--- config.mk ---
export PLATFORM = sky130hd
export DESIGN_NAME = led_scan_controller
export DESIGN_NICKNAME = d
export VERILOG_FILES = /design/src/rtl/led_scan_controller_pkg.sv /design/src/rtl/led_scan_controller_slot_shifter.sv /design/src/rtl/led_scan_controller.sv
export SDC_FILE = /design/constraint.sdc
export NUM_CORES = 1
export LEC_CHECK = 0
export CELL_PAD_IN_SITES_DETAIL_PLACEMENT = 0
export CELL_PAD_IN_SITES_GLOBAL_PLACEMENT = 1
export CORE_MARGIN = 2
export CORE_UTILIZATION = 30
export CTS_CLUSTER_SIZE = 10
export DETAILED_ROUTE_END_ITERATION = 7
export PLACE_DENSITY = 0.62
export SLEW_MARGIN = 0
export SYNTH_ARGS = -nofsm -noshare
export SYNTH_HDL_FRONTEND = slang
export SYNTH_SLANG_ARGS = --single-unit
--- constraint.sdc ---
create_clock -name clk -period 2.33 [get_ports clk]
set_clock_uncertainty 0.15 [all_clocks]
set_input_delay 0.233 -clock clk [delete_from_list [all_inputs] [get_ports clk]]
set_output_delay 0.233 -clock clk [all_outputs]
set_load 0.05 [all_outputs]
--- src/rtl/led_scan_controller_pkg.sv ---
// Shared state encoding, default panel geometry and elaboration helpers
// for the LED scan controller.
package led_scan_controller_pkg;

    typedef enum logic [3:0] {
        ST_IDLE,
        ST_BLANK,
        ST_LOAD,
        ST_SHIFT,
        ST_LATCH,
        ST_HOLD,
        ST_BRIGHT_LOAD,
        ST_BRIGHT_SHIFT,
        ST_BRIGHT_LATCH
    } scan_state_e;

    localparam int DEF_ROWS             = 16;
    localparam int DEF_PWM_BITS         = 8;
    localparam int DEF_SHIFT_LEN        = 32;
    localparam int DEF_BLANK_CYCLES     = 8;
    localparam int DEF_BRIGHT_SHIFT_LEN = 32;

    function automatic int max_int(input int a, input int b);
        return (a > b) ? a : b;
    endfunction

endpackage

--- src/rtl/led_scan_controller_slot_shifter.sv ---
// LOAD/SHIFT/LATCH strobe engine. Driven by the frame FSM's next state so
// that its registered strobes line up with the FSM's registered outputs.
module led_scan_controller_slot_shifter #(
    parameter int MAX_BITS = 32,
    localparam int BIT_W   = $clog2(MAX_BITS + 1),
    localparam int CNT_W   = BIT_W + 1
) (
    input  logic             clk,
    input  logic             reset,
    input  logic             start,
    input  logic             run,
    input  logic             latch,
    input  logic             mode,
    input  logic [BIT_W-1:0] bit_count,
    output logic             done,
    output logic             load_led_vals,
    output logic             load_brightness,
    output logic             serial_clk,
    output logic             shift,
    output logic             latch_enable
);

    logic [BIT_W-1:0] bits_q;
    logic [CNT_W-1:0] cnt;
    logic [CNT_W-1:0] nxt_idx;
    logic [CNT_W-1:0] last_idx;
    logic             shifting;

    // Each bit takes two cycles, so the last shift cycle index is 2*bits-1.
    assign last_idx = {bits_q, 1'b0} - CNT_W'(1);
    assign done     = shifting && (cnt == last_idx);
    assign nxt_idx  = shifting ? cnt + CNT_W'(1) : '0;

    // NOTE: sequential state uses non-blocking assignments so every register
    // samples pre-edge values regardless of statement order.
    always_ff @(posedge clk) begin
        if (reset) begin
            bits_q          <= '0;
            cnt             <= '0;
            shifting        <= 1'b0;
            load_led_vals   <= 1'b0;
            load_brightness <= 1'b0;
            serial_clk      <= 1'b0;
            shift           <= 1'b0;
            latch_enable    <= 1'b0;
        end else begin
            if (start) begin
                bits_q <= bit_count;
            end
            if (run) begin
                cnt <= nxt_idx;
            end
            shifting        <= run;
            load_led_vals   <= start & ~mode;
            load_brightness <= start & mode;
            // Odd cycle of each bit pair carries the rising shift clock.
            serial_clk      <= run & nxt_idx[0];
            shift           <= run & nxt_idx[0];
            latch_enable    <= latch;
        end
    end

endmodule

--- src/rtl/led_scan_controller.sv ---
// Scan/timing generator for LED cube panels: row, PWM-slot and blanking
// sequencing, brightness pass, enable/idle control and frame-synchronous swap.
module led_scan_controller
    import led_scan_controller_pkg::*;
#(
    parameter int ROWS             = DEF_ROWS,
    parameter int PWM_BITS         = DEF_PWM_BITS,
    parameter int SHIFT_LEN        = DEF_SHIFT_LEN,
    parameter int BLANK_CYCLES     = DEF_BLANK_CYCLES,
    parameter int BRIGHT_SHIFT_LEN = DEF_BRIGHT_SHIFT_LEN,
    parameter bit BRIGHTNESS_EN    = 1'b1
) (
    input  logic                     clk,
    input  logic                     reset,
    input  logic                     enable,
    input  logic                     swap_req,
    output logic                     serial_clk,
    output logic                     latch_enable,
    output logic                     output_enable_n,
    output logic [ROWS-1:0]          row_select_n,
    output logic                     shift,
    output logic                     load_led_vals,
    output logic                     load_brightness,
    output logic                     special_mode,
    output logic [PWM_BITS-1:0]      pwm_time,
    output logic [$clog2(ROWS)-1:0]  active_row_addr,
    output logic                     buffer_select,
    output logic                     frame_start,
    output logic                     swap_ack
);

    localparam int ROW_W       = $clog2(ROWS);
    localparam int HOLD_CYCLES = 2 * SHIFT_LEN;
    localparam int CNT_W       = $clog2(max_int(BLANK_CYCLES, HOLD_CYCLES) + 1);
    localparam int MAX_BITS    = max_int(SHIFT_LEN, BRIGHT_SHIFT_LEN);
    localparam int BIT_W       = $clog2(MAX_BITS + 1);

    localparam logic [PWM_BITS-1:0] PWM_MAX    = '1;
    localparam logic [ROW_W-1:0]    ROW_LAST   = ROW_W'(ROWS - 1);
    localparam logic [CNT_W-1:0]    BLANK_LAST = CNT_W'(BLANK_CYCLES - 1);
    localparam logic [CNT_W-1:0]    HOLD_LAST  = CNT_W'(HOLD_CYCLES - 1);

    scan_state_e         state, nxt_state;
    logic [CNT_W-1:0]    cnt, nxt_cnt;
    logic [PWM_BITS-1:0] nxt_pwm;
    logic [ROW_W-1:0]    nxt_row;
    logic                swap_pending;
    logic                frame_end, start_frame, take_swap;
    logic                nxt_lit, nxt_bright;
    logic                eng_start, eng_run, eng_latch, eng_mode, eng_done;

    // NOTE: every always_comb output gets a default first so no path can
    // leave it unassigned and infer a latch.
    always_comb begin
        nxt_state   = state;
        nxt_cnt     = cnt;
        nxt_pwm     = pwm_time;
        nxt_row     = active_row_addr;
        frame_end   = 1'b0;
        start_frame = 1'b0;

        case (state)
            ST_IDLE: begin
                start_frame = enable;
            end
            ST_BLANK: begin
                if (cnt == BLANK_LAST) begin
                    nxt_state = ST_LOAD;
                    nxt_pwm   = '0;
                end else begin
                    nxt_cnt = cnt + CNT_W'(1);
                end
            end
            ST_LOAD:  nxt_state = ST_SHIFT;
            ST_SHIFT: if (eng_done) nxt_state = ST_LATCH;
            ST_LATCH: begin
                if (pwm_time != PWM_MAX) begin
                    nxt_state = ST_LOAD;
                    nxt_pwm   = pwm_time + PWM_BITS'(1);
                end else begin
                    nxt_state = ST_HOLD;
                    nxt_cnt   = '0;
                end
            end
            ST_HOLD: begin
                if (cnt != HOLD_LAST) begin
                    nxt_cnt = cnt + CNT_W'(1);
                end else if (active_row_addr != ROW_LAST) begin
                    nxt_state = ST_BLANK;
                    nxt_row   = active_row_addr + ROW_W'(1);
                    nxt_cnt   = '0;
                end else if (BRIGHTNESS_EN) begin
                    nxt_state = ST_BRIGHT_LOAD;
                end else begin
                    frame_end = 1'b1;
                end
            end
            ST_BRIGHT_LOAD:  nxt_state = ST_BRIGHT_SHIFT;
            ST_BRIGHT_SHIFT: if (eng_done) nxt_state = ST_BRIGHT_LATCH;
            ST_BRIGHT_LATCH: frame_end = 1'b1;
            default:         nxt_state = ST_IDLE;
        endcase

        // enable is only consulted here, so a mid-frame drop lets the frame finish.
        if (frame_end) begin
            if (enable) begin
                start_frame = 1'b1;
            end else begin
                nxt_state = ST_IDLE;
            end
        end
        if (start_frame) begin
            nxt_state = ST_BLANK;
            nxt_row   = '0;
            nxt_cnt   = '0;
        end

        take_swap = (frame_end || state == ST_IDLE) && (swap_pending || swap_req);
    end

    // Outputs are decoded from the next state so they register alongside it.
    assign nxt_bright = nxt_state inside {ST_BRIGHT_LOAD, ST_BRIGHT_SHIFT, ST_BRIGHT_LATCH};
    assign nxt_lit    = ((nxt_state == ST_LOAD || nxt_state == ST_SHIFT) && nxt_pwm != '0)
                        || nxt_state == ST_HOLD;
    assign eng_start  = nxt_state == ST_LOAD  || nxt_state == ST_BRIGHT_LOAD;
    assign eng_run    = nxt_state == ST_SHIFT || nxt_state == ST_BRIGHT_SHIFT;
    assign eng_latch  = nxt_state == ST_LATCH || nxt_state == ST_BRIGHT_LATCH;
    assign eng_mode   = nxt_state == ST_BRIGHT_LOAD;

    always_ff @(posedge clk) begin
        if (reset) begin
            state           <= ST_IDLE;
            cnt             <= '0;
            pwm_time        <= '0;
            active_row_addr <= '0;
            swap_pending    <= 1'b0;
            buffer_select   <= 1'b0;
            frame_start     <= 1'b0;
            swap_ack        <= 1'b0;
            special_mode    <= 1'b0;
            output_enable_n <= 1'b1;
            row_select_n    <= '1;
        end else begin
            state           <= nxt_state;
            cnt             <= nxt_cnt;
            pwm_time        <= nxt_pwm;
            active_row_addr <= nxt_row;
            swap_pending    <= take_swap ? 1'b0 : (swap_pending | swap_req);
            if (take_swap) begin
                buffer_select <= ~buffer_select;
            end
            frame_start     <= start_frame;
            swap_ack        <= take_swap;
            special_mode    <= nxt_bright;
            output_enable_n <= ~nxt_lit;
            row_select_n    <= nxt_lit ? ~(ROWS'(1) << nxt_row) : '1;
        end
    end

    led_scan_controller_slot_shifter #(
        .MAX_BITS (MAX_BITS)
    ) u_slot_shifter (
        .clk             (clk),
        .reset           (reset),
        .start           (eng_start),
        .run             (eng_run),
        .latch           (eng_latch),
        .mode            (eng_mode),
        .bit_count       (eng_mode ? BIT_W'(BRIGHT_SHIFT_LEN) : BIT_W'(SHIFT_LEN)),
        .done            (eng_done),
        .load_led_vals   (load_led_vals),
        .load_brightness (load_brightness),
        .serial_clk      (serial_clk),
        .shift           (shift),
        .latch_enable    (latch_enable)
    );

endmodule

== Word-level counts from Yosys, hierarchy flattened ==
Index checks and enable logic that the tools add are counted.
Storage, ports and cells
  register bits after elaboration: 58
  bits in latches: 0
  RAM bits: 0
  ROM bits: 0
  input port bits: 4
  output and inout bits: 38
  logic and storage cells: 101
  memories kept: 0
Operators by class
  add/subtract/negate cells: 5
  $mul: 0
  div/mod/pow operators: 0
  magnitude comparators: 0
  eq/ne operators: 23
  shift-type cells: 1
  mux-type cells: 27
  bitwise gates (word level): 8
  reductions and logical operators: 19
Operator list (count)
  $mux W4: 11
  $mux W7: 5
  $eq A4 B3 Y1 const B: 8
  $pmux W4 S8: 1
  $pmux W7 S3: 1
  $eq A4 B2 Y1 const B: 4
  $mux W8: 2
  $not A16 Y16: 1
  $pmux W8 S2: 1
  $shl A1 B4 Y16 const A: 1
  $add A7 B1 Y7 const B: 2
  $add A8 B1 Y8 const B: 1
  $eq A4 B4 Y1 const B: 2
  $ne A8 B8 Y1 const B: 1
  $reduce_bool A8 Y1: 1
  $reduce_or A2 Y1: 4
  $eq A7 B3 Y1 const B: 1
  $eq A7 B7 Y1: 1
  $logic_or A1 B1 Y1: 7
  $ne A7 B6 Y1 const B: 1
  $sub A7 B1 Y7 const B: 1
  $mux W3: 2
  $reduce_bool A3 Y1: 2
  $add A4 B1 Y4 const B: 1
  other kinds (11): 21

== Longest topological paths before layout ==
Gate-level depths: netlist of run 1.
  depth after elaboration: 14
  gate-level depth with buffers: 9
  gate-level depth less buffers: 7

== Cells and area by module ==
A second synthesis of run 1 with hierarchy kept.
Second synthesis, totals
  cell total of the unflattened synthesis: 337
  area total of the unflattened synthesis: 2961.6 µm²
Modules (own cells, without submodules)
  led_scan_controller: instances 1, cells each 255, area an instance 2153.3 µm², seq. area each 900.9 µm²
  led_scan_controller_slot_shifter: instances 1, cells each 82, area an instance 808.3 µm², seq. area each 360.3 µm²

== Least setup slack after synthesis of run 1 ==
Ideal clock, no wire load.
  path type: flip-flop to flip-flop
  start point: reg pwm_time[0]
  end point: reg row_select_n[12]
  setup time: 0.123 ns
  arrival time: 2.586 ns
  required time: 2.057 ns
  path slack: -0.529 ns
  cell stages (with the launch flop): 9
  buffers on the path: 1
  clock period less this slack: 2.859 ns
  cell sequence: dfxtp_1 > ha_1 > nand3_1 > o21a_1 > nor2_1 > nand3_1 > nor4_4 > buf_6 > o21ai_0
Between the ends
  longest elaborated chain between the ends: 12
  elaborated cells on any way between the ends: 19
  classes of those cells: 1 x add/sub; 4 x eq/ne; 8 x mux; 1 x bitwise; 5 x reduce/logical
RTL lines
  start: declaration: line led_scan_controller.sv:25  | output logic [PWM_BITS-1:0] pwm_time,
  start signal: assignment: line led_scan_controller.sv:146  | pwm_time <= nxt_pwm;
  $ne A8 B8 Y1: line led_scan_controller.sv:77  | if (pwm_time != PWM_MAX) begin
  $mux W3: line led_scan_controller.sv:77
  $pmux W4 S8: line led_scan_controller.sv:62  | case (state)
  $mux W4: line led_scan_controller.sv:106  | if (enable) begin
  $mux W4: line led_scan_controller.sv:105  | if (frame_end) begin
  $mux W4: line led_scan_controller.sv:112  | if (start_frame) begin
  $eq A4 B2 Y1: line led_scan_controller.sv:123  | assign nxt_lit = ((nxt_state == ST_LOAD || nxt_state == ST_SHIFT) && nxt_pwm != '0)
  $logic_or A1 B1 Y1: line led_scan_controller.sv:123
  $logic_and A1 B1 Y1: line led_scan_controller.sv:123
  $logic_or A1 B1 Y1 (*): line led_scan_controller.sv:124  | || nxt_state == ST_HOLD;
  $not A1 Y1 (no line) (*)
  $reduce_or A2 Y1 (no line) (*)
  end signal: assignment: line led_scan_controller.sv:156  | row_select_n <= nxt_lit ? ~(ROWS'(1) << nxt_row) : '1;
  end: declaration: line led_scan_controller.sv:20  | output logic [ROWS-1:0] row_select_n,
Every way passes the cells marked *; elsewhere a longest branch is shown, timed or not.
A chain may end at the register's enable or synchronous reset.

== Final worst setup path of run 1 ==
  start point: reg pwm_time[2]
  end point: reg row_select_n[10]
Same word-level chain as after synthesis.

==> results.toml, run 1 <==
[logic_synthesis]
synthTopCellsByCount = "58 x dfxtp_1, 52 x nor2_1, 27 x o21ai_0"
ys.flop_type = "dfxtp_1"
yosys-top-cells-area = "dfxtp_1 42%, nor2_1 7.1%, o21ai_0 4.9%"
synth_cells = 316
yosys_warnings = 0
netlist.area_leader.share_pct = 42.36
synth.most_common_cell = "dfxtp_1"
postSynthAreaPerCell_um2 = 8.675
async_flop_share_pct = 0
synth-edff-count = 0
ys_ff_latch = 58
syn_nets = 324
synth_largest_area_cell = "dfxtp_1"
ys_types = 59
seq_area_frac_synth_pct = 42.36
syn_area_mm2 = 0.002741

[die]
fp.dieW_um = 99.59
die_area_mm2 = 0.009918
rows = 34
io_pins = 42
die_h_um = 99.59
core-area_mm2 = 0.008806
initial_core_util_pct = 31.13

[detailed_routing]
vias = 2749
first_pass_iters = 4
ant_nets = 0
routed-wl-met2_um = 3789
wl_per_cell_um = 14.76
dr_wl_met3_um = 269
met1_length_um = 3854
via_per_inst = 5.026
top_layer_used = "met4"
drc_errors = 0
dr.first_iter.drc_count = 68
drt_wl_total_um = 8073

[setup_path]
end_kind = "flop"
worst-path-max-fanout = 8
reg2reg_from = "pwm_time[2]$_SDFF_PP0_"
path_class = "flop to flop"
r2r_slack_ns = 0.07
worstReg2RegEnd = "row_select_n[10]$_SDFF_PP1_"
reg2regPathDepth = 9
start_kind = "flop"
crit_arrival_ns = 2.35
critPathRequiredTime_ns = 2.42

[run]
max-cap-violations = 0

[global_route]
grt_max_degree = 23
grt_pass1_wl_um = 12400
antenna_found_initial = 0
grt_pass1_vias = 2624
grt-ovfl-total = 0
grt_usage_pct = 15.74

[power]
p_sw_share_pct = 24.11
ir_drop_uv = 271.5
switching_power_uw = 526.0
p_int_mw = 1.655
powerDensity_mw_per_mm2 = 500.5
clockPowerShare_pct = 48.6
combinationalPowerShare_pct = 5.6
pwr-share-seq_pct = 45.8
p_leak_nw = 1.682

[sta]
max_freq_mhz = 442.0
slew_violations = 0
min_period_ns = 2.263
setup_ws_ns = 0.06732
setup_viol = 0
worst-slew-pin-transition_ns = 0.6407
max_slew_margin_pct = 56.83
min_period_over_period_pct = 97.11
hold_viol_final = 0

[cts]
clk_latency_ns = 0.34
clk_pin_slew_ns = 0.07
root_buffer = "clkbuf_8"
htreeDepth = 3
numCtsBuffers = 9
clock_sinks = 58
cts_tree = "built"
cts_max_path_buffers = 2

[cells_and_area]
syn_to_final_growth_pct = 58.97
stdcell_count = 547
post-route-util_pct = 49.49
fin_nets = 442
drive_gt1_share_pct = 34.85
diodes = 0
fillers = 839
fin_area_mm2 = 0.004358

[placement]
dp_hpwl_um = 5560
preCtsSetupSlack_ns = -0.1795
dp_cells = 515
place_area_mm2 = 0.003737
place.gp.congestion = 0.7952
io_buffers = 41

[worst_hold_path]
whs_path_depth = 2
hold_end = "pwm_time[4]$_SDFF_PP0_"
min_from = "pwm_time[4]$_SDFF_PP0_"
hold_class = "flop to flop"

[run_status]
status = "complete, no violations"
[metrics by stage]
stage          setup TNS [ns]  hold WS, ns  power [mW]
6_report                    0       0.3572       2.181
5_1_grt               -0.2611       0.3916       2.274
4_1_cts                     0       0.3607       2.211
3_5_place_dp           -2.556       0.3433       1.140
3_3_place_gp           -1.956       0.3409       1.140
2_1_floorplan               0       0.1816       1.088
[timing repair]
item                       in CTS  in global routing
gates resized for setup         2                 63
hold buffers                    0                  0
pin swaps                       1                 17
setup endpoints to repair      17                 22
gates cloned                    0                  3
buffers inserted                1                 12
hold endpoints to repair        0                  0
[cell usage in the layout (no fill, tap or decap), types with 3 or more instances in the layout]
cell,n
a21oi_1,8
a41oi_1,3
and3_1,8
buf_4,72
buf_6,3
clkbuf_8,9
clkdlybuf4s50_1,41
clkinv_4,5
dfxtp_1,42
dfxtp_2,11
dfxtp_4,5
inv_1,4
mux2i_1,3
nand2_1,21
nand2b_1,6
nand3_1,9
nand3_2,3
nand4_1,9
nor2_1,49
nor2_2,3
nor2b_1,3
nor3_1,9
nor3_2,5
nor3b_1,3
o21ai_0,10
o21ai_1,14
o21ai_2,3
o311a_4,3
xnor2_1,4
xor2_1,9
[sequential cells by signal, indices dropped and copies added (netlist names), 4 cells and up]
name,count
u_slot_shifter.cnt,7
cnt,7
state,4
pwm_time,8
row_select_n,16
active_row_addr,4
[area by class of cell]
| class | count | area [um2] | area share [%] |
|---|---|---|---|
| multi-input combinational | 243 | 1757 | 40.31 |
| tap | 108 | 135.1 | 3.101 |
| timing repair buffer | 118 | 1030 | 23.63 |
| sequential | 58 | 1194 | 27.39 |
| inverter | 4 | 15.01 | 0.3445 |
| clock buffer | 9 | 123.9 | 2.842 |
| clock inverter | 7 | 103.9 | 2.383 |
[layer usage]
layer  GRT usage, %  vias up
met5              0        -
met1          19.91     1294
met2          25.73       48
met4          6.639        0
met3          3.654       16
li1               -     1391
[power groups by stage]
stage	Clock, mW	Combinational [mW]	Sequential (mW)
after global routing	1.14	0.132	0.999
final	1.06	0.122	0.999
after global placement	0	0.118	1.02
after CTS	1.09	0.118	0.999
after detailed placement	0	0.118	1.02
after floorplan	0	0.0474	1.04
[kinds of logic (layout without fill, tap and decap cells)]
family	count (synthesis)	count (layout)	share of synthesized area (%)
AND/OR/NAND/NOR	151	151	29.62
XOR/XNOR	14	14	4.473
multiplexers	4	4	1.461
adder cells (fa/ha/maj)	4	4	1.826
flip-flops	58	58	42.35
buffers and inverters	17	138	3.103
AO/OA/AOI/OAI	68	70	17.16
[worst max path at each step]
stage,from,to,slack (ns),cells after the start
floorplan,active_row_addr[1]$_SDFF_PP0_,row_select_n[10]$_SDFF_PP1_,0.0007,8
global placement,state[3]$_SDFF_PP0_,row_select_n[4]$_SDFF_PP1_,-0.12,8
detailed placement,cnt[0]$_SDFFE_PP0P_,row_select_n[6]$_SDFF_PP1_,-0.18,7
CTS,state[3]$_SDFF_PP0_,row_select_n[6]$_SDFF_PP1_,0.01,9
global route,pwm_time[3]$_SDFF_PP0_,row_select_n[10]$_SDFF_PP1_,-0.04,9
finish,pwm_time[2]$_SDFF_PP0_,row_select_n[10]$_SDFF_PP1_,0.07,9
[worst max-delay path, stage by stage (launching register included)]
cell and delay (ns):
dfxtp_4 0.37, and4_1 0.24, a41oi_1 0.16, o32ai_2 0.34
a31oi_2 0.07, buf_4 0.17, nor4_4 0.25, buf_4 0.18
clkbuf_16 0.15, o21ai_0 0.07
Note: power is estimated with default switching activity, not from simulation.
==> run 2: changes to the inputs <==
--- a/config.mk
+++ b/config.mk
@@ -12,6 +12,7 @@
 export CTS_CLUSTER_SIZE = 10
 export DETAILED_ROUTE_END_ITERATION = 7
 export PLACE_DENSITY = 0.62
+export SKIP_CTS_REPAIR_TIMING = 1
 export SLEW_MARGIN = 0
 export SYNTH_ARGS = -nofsm -noshare
 export SYNTH_HDL_FRONTEND = slang
==> results.toml, run 2 (synthesis results as in run 1) <==
[cells_and_area]
fin_area_mm2 = 0.004182
syn_to_final_growth_pct = 52.53
mostFrequentLayoutCells = "69 x buf_4, 51 x nor2_1, 45 x dfxtp_1"
diodes = 0
largest-register = "row_select_n"
drive_gt1_share_pct = 30.48
layout_commonest_cell = "buf_4"
reg_top3 = "row_select_n x16, pwm_time x8"
fin_nets = 436
largest_reg_flops = 16

[die]
rows = 34
core-area_mm2 = 0.008806
fp.dieW_um = 99.59
die_h_um = 99.59
io_pins = 42
die_area_mm2 = 0.009918
initial_core_util_pct = 31.13

[cts]
clk_latency_ns = 0.34
clk_pin_slew_ns = 0.07
htreeDepth = 3
numCtsBuffers = 9
root_buffer = "clkbuf_8"
cts_max_path_buffers = 2
clock_sinks = 58
cts_tree = "built"

[setup_path]
end_kind = "flop"
crit_slowest_cell = "a31oi_2"
crit_buf_inv = 1
worst-path-max-fanout = 8
critPathTopFamily = "compound AO/OA/AOI/OAI gates"
max_stage_delay_ns = 0.38
start_kind = "flop"
critPathRequiredTime_ns = 2.41
path_class = "flop to flop"
crit_arrival_ns = 2.39
cp_cell_sequence = "nor4b_1 -> buf_4 -> and3_2 -> nor2_2 -> a31oi_2 -> o311a_4 -> o21ai_1"

[detailed_routing]
ant_nets = 0
drt_wl_total_um = 7887
drc_errors = 0
vias = 2682
first_pass_iters = 4
dr.first_iter.drc_count = 78
via_per_inst = 4.957
wl_per_cell_um = 14.58

[global_route]
grt_pass1_vias = 2621
grt_max_degree = 23
grt_pass1_wl_um = 12390
grt-ovfl-total = 0
grt_usage_pct = 15.72
antenna_found_initial = 0

[power]
p_leak_nw = 1.627
powerDensity_mw_per_mm2 = 520.4
ir_drop_uv = 268.0
power_mw = 2.176

[placement]
place_area_mm2 = 0.003737
preCtsSetupSlack_ns = -0.1795
io_buffers = 41
dp_hpwl_um = 5560
place.gp.congestion = 0.7952

[sta]
max_freq_mhz = 433.8
fin_tns_setup_ns = 0
max_slew_margin_pct = 57.13
min_period_ns = 2.305
worst-slew-pin-transition_ns = 0.6364
setup_ws_ns = 0.02461
hold_viol_final = 0
min_period_over_period_pct = 98.94
slew_violations = 0
setup_viol = 0
holdWs_ns = 0.3571

[worst_hold_path]
hold_class = "flop to flop"

[run]
max-cap-violations = 0

[run_status]
status = "complete, no violations"
run 2: per-stage QoR:
stage | std cells | util, %
3_3_place_gp | 515 | 42.44
2_1_floorplan | 316 | -
5_1_grt | 541 | 47.49
4_1_cts | 531 | 45.03
6_report | 541 | 47.49
3_5_place_dp | 515 | 42.44
run 2: cell type report:
class / instances / area, um2
Clock buffer: 9 / 123.9
Clock inverter: 7 / 103.9
Fill cell: 855 / 4624
Inverter: 4 / 15.01
Multi-Input combinational cell: 243 / 1669
Sequential cell: 58 / 1190
Tap cell: 108 / 135.1
Timing Repair Buffer: 112 / 944.7
run 2: metal layers:
layer / vias to the layer above / share of wire, % / global-route usage [%] / wire [um]
met5: - / 0 / 0 / 0
met4: 0 / 1.9 / 6.639 / 153
met3: 14 / 3.4 / 3.654 / 270
met2: 42 / 46 / 25.57 / 3660
met1: 1245 / 48 / 19.99 / 3802
li1: 1381 / - / - / -
run 2: path summary, 6_finish.rpt:
path	start	to	slack, ns	depth (start not counted)
worst min register to register	pwm_time[4]$_SDFF_PP0_	pwm_time[4]$_SDFF_PP0_	0.36	2
worst max register to register	state[3]$_SDFF_PP0_	row_select_n[9]$_SDFF_PP1_	0.02	7
worst max-delay path	state[3]$_SDFF_PP0_	row_select_n[9]$_SDFF_PP1_	0.02	7
worst min-delay path	pwm_time[4]$_SDFF_PP0_	pwm_time[4]$_SDFF_PP0_	0.36	2
run 2: power by group:
group / switching, mW / internal [mW] / total, mW
Combinational: 0.0690 / 0.0500 / 0.119
Sequential: 0.00454 / 0.993 / 0.998
Clock: 0.448 / 0.611 / 1.06
Total: 0.522 / 1.65 / 2.18
run 2: worst min-delay path, cell delays in order (launching register included):
cell      delay (ns)
dfxtp_2         0.34
o211ai_1        0.08
a21oi_1         0.06
==> run 3: changes to the inputs <==
--- a/config.mk
+++ b/config.mk
@@ -12,6 +12,7 @@
 export CTS_CLUSTER_SIZE = 10
 export DETAILED_ROUTE_END_ITERATION = 7
 export PLACE_DENSITY = 0.62
+export SETUP_SLACK_MARGIN = 0.1
 export SKIP_CTS_REPAIR_TIMING = 1
 export SLEW_MARGIN = 0
 export SYNTH_ARGS = -nofsm -noshare
==> results.toml, run 3 (synthesis results as in run 1) <==
[sta]
min_period_ns = 2.314
setup_viol = 0
worst-slew-pin-transition_ns = 0.6081
max_freq_mhz = 432.2
min_period_over_period_pct = 99.31
hold_viol_final = 0
max_slew_margin_pct = 59.03
setup_ws_ns = 0.01608
rsz0062_at_grt = "yes"
holdWs_ns = 0.3552
slew_violations = 0

[placement]
place.gp.congestion = 0.8132
io_buffers = 41
preCtsSetupSlack_ns = -0.1910
place_area_mm2 = 0.003635
dp_hpwl_um = 5449

[worst_hold_path]
min_from = "u_slot_shifter.bits_q[5]$_SDFFE_PP0P_"
hold_class = "flop to flop"

[detailed_routing]
ant_nets = 0
drt_wl_total_um = 8191
vias = 2710
via_per_inst = 5.123
wl_per_cell_um = 15.48
first_pass_iters = 4
dr.first_iter.drc_count = 109
drc_errors = 0

[cts]
htreeDepth = 3
cts_max_path_buffers = 2
numCtsBuffers = 9
cts_tree = "built"
clk_latency_ns = 0.34
clk_pin_slew_ns = 0.08
root_buffer = "clkbuf_8"
clock_sinks = 58

[global_route]
grt_max_degree = 23
use_met3_pct = 3.303
antenna_found_initial = 0
busiest_layer = "met2"
grt_usage_pct = 15.55
grtUsageMet2_pct = 23.28
grt_pass1_vias = 2453
grt-ovfl-total = 0
met1_usage_pct = 21.71
grt_pass1_wl_um = 12100

[run]
max-cap-violations = 0

[run_status]
status = "complete, no violations"

[cells_and_area]
layout_commonest_cell = "buf_4"
drive_gt1_share_pct = 32.78
largest-register = "row_select_n"
fillers = 873
post-route-util_pct = 48.42
mostFrequentLayoutCells = "53 x buf_4, 51 x nor2_1, 42 x dfxtp_1"
multi_input_comb_area_mm2 = 0.001785
syn_to_final_growth_pct = 55.55
seq_area_mm2 = 0.001199
largest_reg_flops = 16
fin_area_mm2 = 0.004264
reg_top3 = "row_select_n x16, pwm_time x8"
diodes = 0
fin_nets = 424

[die]
die_h_um = 99.59
rows = 34
initial_core_util_pct = 31.13
io_pins = 42
fp.dieW_um = 99.59
core-area_mm2 = 0.008806
die_area_mm2 = 0.009918

[power]
p_leak_nw = 1.586
powerDensity_mw_per_mm2 = 496.9
ir_drop_uv = 256.3
power_mw = 2.119

[setup_path]
worst-path-max-fanout = 7
reg2reg_from = "state[3]$_SDFF_PP0_"
start_kind = "flop"
startpoint = "state[3]$_SDFF_PP0_"
crit_arrival_ns = 2.39
path_class = "flop to flop"
end_kind = "flop"
critPathRequiredTime_ns = 2.41
==> run 3: changes by cell type in the layout (fill, tap and decap cells not counted), moves of 3 or more <==
cell,before,now
clkbuf_16,0,4
o21ai_2,2,13
dfxtp_1,45,42
o21ai_1,15,5
clkinv_4,5,2
buf_4,69,53
==> run 3: worst paths after layout <==
| check | end | slack, ns | cells after the start |
|---|---|---|---|
| setup / recovery | row_select_n[12]$_SDFF_PP1_ | 0.02 | 9 |
| hold / removal | u_slot_shifter.bits_q[5]$_SDFFE_PP0P_ | 0.36 | 1 |
| setup reg to reg | row_select_n[12]$_SDFF_PP1_ | 0.02 | 9 |
| hold reg to reg | u_slot_shifter.bits_q[5]$_SDFFE_PP0P_ | 0.36 | 1 |
==> run 3: layout make-up <==
type                       instances  area share, %
clock buffer                      12          4.401
clock inverter                     4         0.7042
inverter                           4         0.3521
multi-input combinational        243          41.87
sequential                        58          28.11
tap                              108          3.169
timing repair buffer             100          21.39
==> run 3: report_power, final <==
group	leakage, nW	total, mW	internal, mW	switching, mW
clock	0.109	1.00	0.547	0.457
sequential	0.479	0.998	0.991	0.00683
combinational	0.999	0.117	0.0473	0.0695
total	1.59	2.12	1.59	0.533
==> run 3: worst max-delay path, cell delays in order, from the launching register on <==
cell and delay (ns):
dfxtp_4 0.38, nand2b_4 0.15, or3_4 0.37, buf_6 0.13, o311ai_4 0.33, nor3_4 0.08
nor4_4 0.23, buf_6 0.17, clkbuf_16 0.15, o21ai_2 0.06
==> run 3: metrics by stage <==
stage                     cells  TNS [ns]
final                       529         0
after global routing        529   -0.4876
after CTS                   513    -2.987
after detailed placement    497    -2.598
after global placement      497    -1.630
after floorplan             316         0
==> run 3: metal layers <==
| metal | up-vias | wire length (um) |
|---|---|---|
| met3 | 9 | 227 |
| met4 | 0 | 121 |
| met5 | - | 0 |
| met1 | 1294 | 4140 |
| li1 | 1359 | - |
| met2 | 48 | 3701 |
